### src/rtl/fwd_pkg.sv
// Shared definitions for the forwarding path: operand source codes, the
// operand stage state encoding and the load-use code promotion helper.
package fwd_pkg;

  localparam logic [1:0] SRC_REG  = 2'd0;
  localparam logic [1:0] SRC_ALU1 = 2'd1;
  localparam logic [1:0] SRC_ALU2 = 2'd2;
  localparam logic [1:0] SRC_MEM  = 2'd3;

  typedef enum logic {
    ST_RUN  = 1'b0,
    ST_HOLD = 1'b1
  } state_t;

  // After one bubble, the value that was "previous ALU result" is now
  // arriving from memory, so an alu_1 dependency is served from mem.
  function automatic logic [1:0] promote_code(input logic [1:0] code);
    promote_code = (code == SRC_ALU1) ? SRC_MEM : code;
  endfunction

endpackage

### src/rtl/operand_mux.sv
// 4:1 operand selector driven by a fwd_pkg source code.
module operand_mux
  import fwd_pkg::*;
#(
  parameter int XLEN = 32
) (
  input  logic [1:0]      sel,
  input  logic [XLEN-1:0] reg_data,
  input  logic [XLEN-1:0] alu_q1,
  input  logic [XLEN-1:0] alu_q2,
  input  logic [XLEN-1:0] mem_rdata,
  output logic [XLEN-1:0] data
);

  always_comb begin
    data = reg_data;
    case (sel)
      SRC_REG:  data = reg_data;
      SRC_ALU1: data = alu_q1;
      SRC_ALU2: data = alu_q2;
      SRC_MEM:  data = mem_rdata;
      default:  data = reg_data;
    endcase
  end

endmodule

### src/rtl/operand_forward_stage.sv
// ID/EX operand selection and register with one-bubble load-use recovery.
// Optional saturating stall counter enabled by FWD_STALL_CNT_EN.
module operand_forward_stage
  import fwd_pkg::*;
#(
  parameter int XLEN = 32
) (
  input  logic            clk,
  input  logic            reset2,
  input  logic            in_valid,
  input  logic [1:0]      rs1_src,
  input  logic [1:0]      rs2_src,
  input  logic            busy,
  input  logic            invalid,
  input  logic [XLEN-1:0] rs1_data,
  input  logic [XLEN-1:0] rs2_data,
  input  logic [XLEN-1:0] alu_q1,
  input  logic [XLEN-1:0] alu_q2,
  input  logic [XLEN-1:0] mem_rdata,
  output logic [XLEN-1:0] op_a,
  output logic [XLEN-1:0] op_b,
  output logic            out_valid,
  output logic            stall
`ifdef FWD_STALL_CNT_EN
  , output logic [15:0]   stall_cnt
`endif
);

  state_t          state;
  logic [1:0]      pend_a;
  logic [1:0]      pend_b;
  logic [1:0]      eff_b;
  logic [1:0]      sel_a;
  logic [1:0]      sel_b;
  logic [XLEN-1:0] mux_a;
  logic [XLEN-1:0] mux_b;

  // A non-register rs2 field must never pick up a forwarded value.
  assign eff_b = invalid ? SRC_REG : rs2_src;
  assign stall = in_valid & busy & (state == ST_RUN);

  always_comb begin
    sel_a = rs1_src;
    sel_b = eff_b;
    if (state == ST_HOLD) begin
      sel_a = promote_code(pend_a);
      sel_b = promote_code(pend_b);
    end
  end

  operand_mux #(.XLEN(XLEN)) u_mux_a (
    .sel       (sel_a),
    .reg_data  (rs1_data),
    .alu_q1    (alu_q1),
    .alu_q2    (alu_q2),
    .mem_rdata (mem_rdata),
    .data      (mux_a)
  );

  operand_mux #(.XLEN(XLEN)) u_mux_b (
    .sel       (sel_b),
    .reg_data  (rs2_data),
    .alu_q1    (alu_q1),
    .alu_q2    (alu_q2),
    .mem_rdata (mem_rdata),
    .data      (mux_b)
  );

  always_ff @(posedge clk) begin
    if (reset2) begin
      state     <= ST_RUN;
      op_a      <= '0;
      op_b      <= '0;
      out_valid <= 1'b0;
      pend_a    <= SRC_REG;
      pend_b    <= SRC_REG;
    end else begin
      case (state)
        ST_RUN: begin
          if (in_valid && busy) begin
            out_valid <= 1'b0;
            pend_a    <= rs1_src;
            pend_b    <= eff_b;
            state     <= ST_HOLD;
          end else if (in_valid) begin
            op_a      <= mux_a;
            op_b      <= mux_b;
            out_valid <= 1'b1;
          end else begin
            out_valid <= 1'b0;
          end
        end
        ST_HOLD: begin
          op_a      <= mux_a;
          op_b      <= mux_b;
          out_valid <= 1'b1;
          state     <= ST_RUN;
        end
        default: state <= ST_RUN;
      endcase
    end
  end

`ifdef FWD_STALL_CNT_EN
  always_ff @(posedge clk) begin
    if (reset2) begin
      stall_cnt <= '0;
    end else if (stall && (stall_cnt != 16'hFFFF)) begin
      stall_cnt <= stall_cnt + 16'd1;
    end
  end
`endif

endmodule
### config.mk
export PLATFORM = sky130hd
export DESIGN_NAME = operand_forward_stage
export DESIGN_NICKNAME = d
export VERILOG_FILES = /design/src/rtl/fwd_pkg.sv /design/src/rtl/operand_mux.sv /design/src/rtl/operand_forward_stage.sv
export SDC_FILE = /design/constraint.sdc
export NUM_CORES = 1
export LEC_CHECK = 0
export ABC_AREA = 0
export CAP_MARGIN = 10
export CELL_PAD_IN_SITES_DETAIL_PLACEMENT = 0
export CELL_PAD_IN_SITES_GLOBAL_PLACEMENT = 1
export CORE_ASPECT_RATIO = 0.8
export CORE_MARGIN = 2
export CORE_UTILIZATION = 28
export DETAILED_ROUTE_END_ITERATION = 10
export PLACE_DENSITY = 0.85
export SLEW_MARGIN = 0
export SYNTH_ARGS = -nofsm -noshare
export SYNTH_HDL_FRONTEND = slang
export SYNTH_SLANG_ARGS = --single-unit
### constraint.sdc
create_clock -name clk -period 2.3 [get_ports clk]
set_input_delay 0.46 -clock clk [delete_from_list [all_inputs] [get_ports clk]]
set_output_delay 0.46 -clock clk [all_outputs]
set_load 0.05 [all_outputs]
# Yosys cells after proc, flatten, opt, wreduce, memory -nomap -nowiden
# Cells that the tools add are included.
# word_totals
ff_bits	70
latch_bits	0
ram_bits	0
mem_bits_ro	0
input_bits	169
out_inout_bits	66
word_cells	42
mem_count	0
# classes
n_addsub	0
mul	0
n_div	0
order_cmp	0
eq_ne	10
shifts	0
n_mux	18
n_bitwise	3
n_reduce_logical	5
# op_table
op	count
$pmux W32 S4	2
$mux W32	4
$pmux W32 S2	2
$mux W2	5
$eq A2 B1 Y1 const B	4
$eq A2 B2 Y1 const B	4
$logic_not A2 Y1	2
$ne A2 B2 Y1 const B	2
$pmux W1 S2	2
$reduce_and A2 Y1	2
$mux W1	3
$and A1 B1 Y1	2
$logic_and A1 B1 Y1	1
$not A1 Y1	1

# Logic depth before layout (Yosys ltp)
# Gate-level depths: netlist (run 1).
# logic_depth
word_depth	8
mapped_depth	8
depth_no_buf	4

# Modules after synthesis
# From an unflattened synthesis (run 1), not the netlist that was laid out.
# hier_totals
cells_unflattened	389
hier_area_um2	4823.4
# by_module_without_submodules
module	instances	cells_each	area_per_inst_um2	seq_area_each_um2
operand_forward_stage	1	311	3194.3	1401.3
operand_mux	2	39	814.5	0.0

# Worst setup path before layout (run 1)
# Ideal clock, no wire load.
# synth_path
path_type	input -> register
from	input invalid
to	register op_b[10]
arrival_time_ps	1630
required_ps	2179
path_slack_ps	549
stages	7
cell_sequence	or3b_1 > buf_2 > or2_1 > buf_2 > buf_6 > o221ai_1 > o21ai_1
# synth_between
elab_chain_cells	7
# synth_lines
item	line_no	rtl
start, declared	operand_forward_stage.sv:14	input logic invalid,
$mux W2 *	operand_forward_stage.sv:39	assign eff_b = invalid ? SRC_REG : rs2_src;
$mux W2 *	operand_forward_stage.sv:45	if (state == ST_HOLD) begin
$eq A2 B2 Y1 (tied with other cells)	operand_mux.sv:17	case (sel)
$pmux W32 S4 *	operand_mux.sv:17	
$mux W32	operand_forward_stage.sv:85	end else if (in_valid) begin
$mux W32	operand_forward_stage.sv:80	if (in_valid && busy) begin
$pmux W32 S2 *	operand_forward_stage.sv:78	case (state)
end signal, assigned	operand_forward_stage.sv:87	op_b <= mux_b;
end signal, assigned	operand_forward_stage.sv:95	op_b <= mux_b;
end, declared	operand_forward_stage.sv:21	output logic [XLEN-1:0] op_b,
# Every way passes the cells marked *; elsewhere a longest branch is shown, timed or not. The select of a mux whose other input is x is not followed.
# A chain may end at the register's enable or synchronous reset.

# Worst setup path after layout (run 1)
# layout_path
from	input invalid
to	register op_b[31]
# The elaborated chain is that of the path after synthesis.

==> summary.md, run 1 <==
| Metric | Value |
|---|---|
| P&R area growth vs syn | `67.5%` |
| Layout cell share with drive strength beyond 1 | `0.0709` |
| Largest net degree at the start of global routing | `66` |
| Total power | `4.33 mW` |
| Clock buffer depth | `2` |
| First-pass GRT wire length | `30.8 mm` |
| Period utilization | `0.913` |
| Worst-Margin Slew | `1.19 ns` |
| Routed length per instance | `19.0 µm` |
| Crit path largest cell delay | `0.91 ns` |
| Sequential share of the synthesized area | `0.306` |
| Filler cell count | `roughly 1500` |
| Postcts setup bufs | `0` |
| Status | `finished, final reports clean` |
| Clock Pin Slew Worst Setup and Hold Paths | `roughly 0.06 ns` |
| Placement Rows | `41` |
| RePlAce Congestion | `between 0.8 and 0.9` |
| Static leakage | `2.77 nW` |
| Drt pass-1 iters | `5` |
| Htree depth | `3` |
| Commonest non-fill, non-tap cell in the layout | `clkdlybuf4s50_1` |
| Die Wd | `147 µm` |
| Setup violators final | `0` |
| CTS tree | `yes` |
| Dpl hpwl | `14.1 mm` |
| Min-Delay Path Class | `flop to flop` |
| Most frequent cells in the layout | `231 x clkdlybuf4s50_1, 70 x nor2_1, 68 x o21ai_0, 68 x dfxtp_1, 67 x nand2_1` |
| Initial DRC count | `about 350` |
| Maximum VDD drop | `0.293 mV` |
| Mapped Cells | `612` |
| Worst-path fanout max | `32` |
| Crit path kind | `input pin to flop` |
| Port bufs | `234` |
| ANT nets after route | `0` |
| RSZ-0062 raised after global routing | `no` |
| Syn_nets | `781` |
| Fmax | `between 400 and 500 MHz` |
| Slew margin rel. | `0.206` |
| Vias in the first global route | `about 5300` |
| Die height | `roughly 120 µm` |
| CP bufs+invs | `1` |
| #FFs+latches synth | `70` |
| DRC | `0` |
| WP data required | `roughly 2.6 ns` |
| Vias/cell | `5.28` |
| Setup WS pre-CTS | `-0.157 ns` |
| Remaining Overflow, GRT | `0` |
| Met1 wire length | `9.33 mm` |
| Die ar. | `between 15000 and 20000 µm²` |
| CP cell instances | `clkdlybuf4s50_1 -> nor2_1 -> a21boi_4 -> a211oi_1 -> o21ai_0` |
| Max_cap viols | `0` |
| CTS Sinks | `70` |
| Vias | `5536` |
| Core ar. | `15900 µm²` |
| Wire length on met2 | `a little under 9 mm` |
| Cell Area, Synth | `4580 µm²` |
| Max layer used | `met5` |
| Distinct cells, synth | `25` |
| Yosys warns | `0` |
| Initial Util | `0.288` |
| Worst-Skew Late Latency | `0.35 ns` |
| Post-synthesis average cell area | `approximately 7.5 µm²` |
| Final setup margin | `0.200 ns` |
| Hold-fix buffers, CTS | `0` |
| Initial antenna violation count | `2` |
| Met3 WL | `1.41 mm` |
| Endpoints failing hold | `0` |
| Pins over their slew limit | `0` |
| Arrival @ worst endpoint | `2.37 ns` |
| Final nets | `996` |
| DRT Wirelength | `about 20 mm` |
| Clk_skew | `0.00948 ns` |
| Slowest-stage cell, CP | `a21boi_4` |
| CP endpoint kind | `flop` |
| CTS buffer count | `9` |
| Final min period | `2.10 ns` |
| Pwr/cell area | `~570 nW/µm²` |
| Clock root cell | `clkbuf_16` |
| Crit path max-delay family | `compound AO/OA/AOI/OAI gates` |
| Io pins | `235` |
| Gr usage total | `0.224` |
| Setup TNS | `0 ns` |
| Startpoint types | `input pin` |
| CTS resizes | `0` |
==> worst reg2reg max path: stages (launching register included) <==
cell and delay (ns):
dfxtp_2 0.56, nor2_1 0.15, a21o_1 0.30, buf_4 0.24, nor3_1 0.43, o21ai_0 0.15
==> synth_stat cells <==
master | number | area, µm²
clkbuf_1 | 44 | 165
nand3b_1 | 1 | 7.51
o31ai_1 | 1 | 7.51
dfxtp_1 | 70 | 1400
a21oi_1 | 5 | 25.0
mux2i_1 | 65 | 651
nor2_1 | 70 | 263
nor2b_1 | 1 | 6.26
a21boi_1 | 1 | 7.51
nor3b_1 | 4 | 30.0
nor3_1 | 32 | 160
buf_6 | 4 | 45.0
a21o_1 | 1 | 7.51
nand2_1 | 67 | 251
buf_2 | 9 | 45.0
or2_1 | 1 | 6.26
o21ai_1 | 30 | 150
or3b_1 | 1 | 8.76
buf_1 | 6 | 22.5
nand2b_1 | 1 | 6.26
and3_1 | 32 | 200
o221ai_1 | 32 | 280
inv_1 | 2 | 7.51
o21ai_0 | 68 | 340
a211oi_1 | 64 | 480
==> report_power, final <==
group | internal [mW] | switching (mW)
clock | 0.865 | 0.564
combinational | 0.675 | 0.852
sequential | 1.32 | 0.0616
total | 2.86 | 1.48
==> sequential cells by signal (all words and copies together) (netlist names) <==
register,flops
op_b,32
state,1
out_valid,1
op_a,32
pend_a,2
pend_b,2
==> cells by family after synthesis <==
kind of cell           synth area share
flip-flops                        0.306
AND/OR/NAND/NOR                   0.205
AO/OA/AOI/OAI                     0.284
buffers and inverters            0.0623
multiplexers                      0.142
==> through the flow <==
stage | instance area, µm² | utilization | std cells | hold WS (ns)
3_5_place_dp | 7360 | 0.463 | 1031 | 0.442
2_1_floorplan | 4580 | - | 612 | 0.451
5_1_grt | 7660 | 0.482 | 1047 | 0.467
6_report | 7660 | 0.482 | 1048 | 0.448
3_3_place_gp | 7360 | 0.463 | 1031 | 0.433
4_1_cts | 7660 | 0.482 | 1047 | 0.452
==> final timing paths <==
kind                     startpoint                     to  slack, ns  cells after the start
max                         invalid  op_b[31]$_SDFFE_PP0P_       0.20                      5
min           op_a[31]$_SDFFE_PP0P_  op_a[31]$_SDFFE_PP0P_       0.45                      2
max reg2reg  pend_a[0]$_SDFFE_PP0P_  op_a[31]$_SDFFE_PP0P_       0.32                      5
min reg2reg   op_a[31]$_SDFFE_PP0P_  op_a[31]$_SDFFE_PP0P_       0.45                      2
==> cell type report <==
class / instances / area (µm²) / area share
Multi-Input combinational cell: 477 / 2940 / 0.384
Clock buffer: 10 / 239 / 0.0312
Sequential cell: 70 / 1400 / 0.183
Timing Repair Buffer: 267 / 2740 / 0.357
Tap cell: 215 / 269 / 0.0351
Clock inverter: 6 / 61.3 / 0.00800
Antenna cell: 1 / 2.50 / 0.000326
Inverter: 2 / 7.51 / 0.000979
==> layer usage <==
layer | track usage | up-vias
met5 | 0 | -
met4 | 0.0679 | 2
met3 | 0.0506 | 22
met2 | 0.349 | 235
met1 | 0.308 | 2585
li1 | - | 2692
(Power assumes the default switching activity.)
==> run 2, diff against run 1 <==
==> constraint.sdc (replaced) <==
create_clock -name clk -period 2.3 [get_ports clk]
set_input_delay 0.23 -clock clk [delete_from_list [all_inputs] [get_ports clk]]
set_output_delay 0.23 -clock clk [all_outputs]
set_load 0.05 [all_outputs]
==> run 2 against run 1 <==
Effect of this change: non-clock buffer count fell by 4; sequential power barely moved; global-route usage rose by 0.35 points; power fell by 3.6%; first-iteration DRC count rose by 28%; worst setup slack improved by 0.13 ns; clock skew fell by 0.0025 ns; routed wire length rose by 1.6%; largest cell class unchanged; flip-flop and latch count did not move; cell area fell by 2.3%.
==> summary.md, run 2 (synthesis results as in run 1) <==
| Metric | Value |
|---|---|
| Status | `finished, final reports clean (unchanged)` |
| CP bufs+invs | `3 (was 1)` |
| First-pass GRT wire length | `31.1 mm (was 30.8 mm)` |
| Io pins | `235 (unchanged)` |
| Die Wd | `147 µm (unchanged)` |
| Most frequent cells in the layout | `231 x clkdlybuf4s50_1, 70 x nor2_1, 68 x o21ai_0, 68 x dfxtp_1, 67 x nand2_1 (unchanged)` |
| Period utilization | `0.858 (was 0.913)` |
| Worst r2r src | `pend_b[0]$_SDFFE_PP0P_ (was pend_a[0]$_SDFFE_PP0P_)` |
| Slew margin rel. | `0.210 (was 0.206)` |
| Biggest regs | `op_a x32, op_b x32 (unchanged)` |
| Static leakage | `2.69 nW (was 2.77 nW)` |
| Initial Util | `0.288 (unchanged)` |
| WP data required | `2.07 ns (was 2.57 ns)` |
| CTS resizes | `0 (unchanged)` |
| Post-placement cell area | `7220 µm² (was 7360 µm²)` |
| Pins over their slew limit | `0 (unchanged)` |
| DRC | `0 (unchanged)` |
| # diodes | `0 (was 1)` |
| Clock root cell | `clkbuf_16 (unchanged)` |
| Htree depth | `3 (unchanged)` |
| Clock Pin Slew Worst Setup and Hold Paths | `0.06 ns (about the same)` |
| Worst-path fanout max | `16 (was 32)` |
| Dpl hpwl | `14.4 mm (was 14.1 mm)` |
| Layout Utilization | `0.471 (was 0.482)` |
| Worst path most repeated cell | `buf_4` |
| Final Cell Area | `7490 µm² (was 7660 µm²)` |
| Initial DRC count | `443 (was 347)` |
| Drt pass-1 iters | `5 (unchanged)` |
| Worst reg2reg path depth | `4 (was 5)` |
| P&R area growth vs syn | `63.7% (was 67.5%)` |
| Crit path largest cell delay | `0.46 ns (was 0.91 ns)` |
| Filler cell count | `1560 (was 1545)` |
| CTS buffer count | `9 (unchanged)` |
| Core ar. | `15900 µm² (unchanged)` |
| Layout cell share with drive strength beyond 1 | `0.0628 (was 0.0709)` |
| Arrival @ worst endpoint | `1.74 ns (was 2.37 ns)` |
| Commonest non-fill, non-tap cell in the layout | `clkdlybuf4s50_1 (unchanged)` |
| Final min period | `1.97 ns (was 2.10 ns)` |
| Vias in the first global route | `5430 (was 5347)` |
| Setup TNS | `0 ns (unchanged)` |
| CTS tree | `yes (unchanged)` |
| Total power | `4.18 mW (was 4.33 mW)` |
| Setup violators final | `0 (unchanged)` |
| Clk_skew | `0.00699 ns (was 0.00948 ns)` |
| Maximum VDD drop | `0.294 mV (was 0.293 mV)` |
| Postcts setup bufs | `0 (unchanged)` |
| Routed length per instance | `19.4 µm (was 19.0 µm)` |
| Hold-fix buffers, CTS | `0 (unchanged)` |
| Die height | `118 µm (unchanged)` |
| Final Instance Count excl. Fillers | `1043 (was 1048)` |
| Fmax | `507 MHz (was 476 MHz)` |
| DRT Wirelength | `20.2 mm (was 19.9 mm)` |
| Vias | `5494 (was 5536)` |
| RePlAce Congestion | `0.855 (was 0.863)` |
| Endpoints failing hold | `0 (unchanged)` |
| Placement Rows | `41 (unchanged)` |
| Slowest-stage cell, CP | `dfxtp_2 (was a21boi_4)` |
| Vias/cell | `5.27 (was 5.28)` |
| CP endpoint kind | `output port (was flop)` |
| Crit path from | `state$_SDFF_PP0_ (was invalid)` |
| RSZ-0062 raised after global routing | `no (unchanged)` |
| Largest net degree at the start of global routing | `66 (unchanged)` |
| Die ar. | `17400 µm² (unchanged)` |
| Max_cap viols | `0 (unchanged)` |
| Hold path start | `op_b[11]$_SDFFE_PP0P_ (was op_a[31]$_SDFFE_PP0P_)` |
| Crit path max-delay family | `buffers and inverters (was compound AO/OA/AOI/OAI gates)` |
| FF/Latch Area | `1400 µm² (unchanged)` |
| Register-to-register setup slack | `0.41 ns (was 0.32 ns)` |
| Port bufs | `234 (unchanged)` |
| Crit path to | `stall (was op_b[31]$_SDFFE_PP0P_)` |
| Crit path depth | `4 (was 5)` |
| Worst-Skew Late Latency | `0.34 ns (was 0.35 ns)` |
| Pwr/cell area | `558 nW/µm² (was 565 nW/µm²)` |
| CTS Sinks | `70 (unchanged)` |
| Gr usage total | `0.228 (was 0.224)` |
| Worst-Margin Slew | `1.18 ns (was 1.19 ns)` |
| Min-Delay Path Class | `flop to flop (unchanged)` |
| ANT nets after route | `0 (unchanged)` |
| Crit path kind | `flop to output port (was input pin to flop)` |
| Initial antenna violation count | `1 (was 2)` |
| Final nets | `992 (was 996)` |
| Multi-input logic area | `2940 µm² (unchanged)` |
| Placed Instances | `1027 (was 1031)` |
| CP cell instances | `buf_4 -> nand3b_1 -> inv_1 -> buf_4 (was clkdlybuf4s50_1 -> nor2_1 -> a21boi_4 -> a211oi_1 -> o21ai_0)` |
| Reg-to-reg critical path endpoint | `op_b[0]$_SDFFE_PP0P_ (was op_a[31]$_SDFFE_PP0P_)` |
| Remaining Overflow, GRT | `0 (unchanged)` |
| Startpoint types | `flop (was input pin)` |
| Clock buffer depth | `2 (unchanged)` |
==> run 2: cell types whose count changed in the layout (fill, tap and decap cells not counted), sizes merged <==
cell,delta
clkbuf,+3
diode,-1
buf,-4
bufinv,-1
clkinvlp,+1
clkinv,-3
==> run 2: through the flow <==
stage	hold WS (ns)	worst slack, ns
5_1_grt	0.468	0.231
4_1_cts	0.451	0.296
6_report	0.447	0.326
2_1_floorplan	0.302	0.582
3_3_place_gp	0.435	0.117
3_5_place_dp	0.441	0.0574
==> run 2: final cells by class <==
| cell class | count | area share |
|---|---|---|
| multi-input cells | 477 | 0.393 |
| repair buffers | 263 | 0.347 |
| flip-flops and latches | 70 | 0.187 |
| well taps | 215 | 0.0359 |
| clock buffers | 13 | 0.0334 |
| clock inverters | 3 | 0.00267 |
| inverters | 2 | 0.00100 |
==> run 2: worst min path at each step <==
stage / endpoint / cells after the start
after floorplan: pend_a[0]$_SDFFE_PP0P_ / 1
after global placement: op_a[1]$_SDFFE_PP0P_ / 2
after detailed placement: op_a[0]$_SDFFE_PP0P_ / 2
after CTS: op_b[11]$_SDFFE_PP0P_ / 2
after global routing: pend_a[1]$_SDFFE_PP0P_ / 4
final: op_b[11]$_SDFFE_PP0P_ / 2
==> run 2: power breakdown <==
group          internal (mW)  leakage, nW  switching, mW
clock                  0.759        0.126          0.545
combinational          0.645         1.99          0.854
sequential              1.32        0.577         0.0590
total                   2.72         2.69           1.46
==> run 2: per-layer routing <==
layer	vias to the layer above	part of all wire	global-route usage
met5	-	0.00064	0
li1	2683	-	-
met1	2555	0.46	0.307
met4	2	0.016	0.0643
met3	24	0.078	0.0614
met2	230	0.45	0.358
==> run 2: worst reg2reg max path, delay by kind of cell, from the launching register on <==
family / cells / cell delay [ns]
flops: 1 / 0.32
compound gates: 4 / 1.49
==> run 3, diff against run 2 <==
- CTS_CLUSTER_SIZE: unset -> 10
==> results of run 3 <==
Final layout, timing and power as in run 2 (identical DEF).
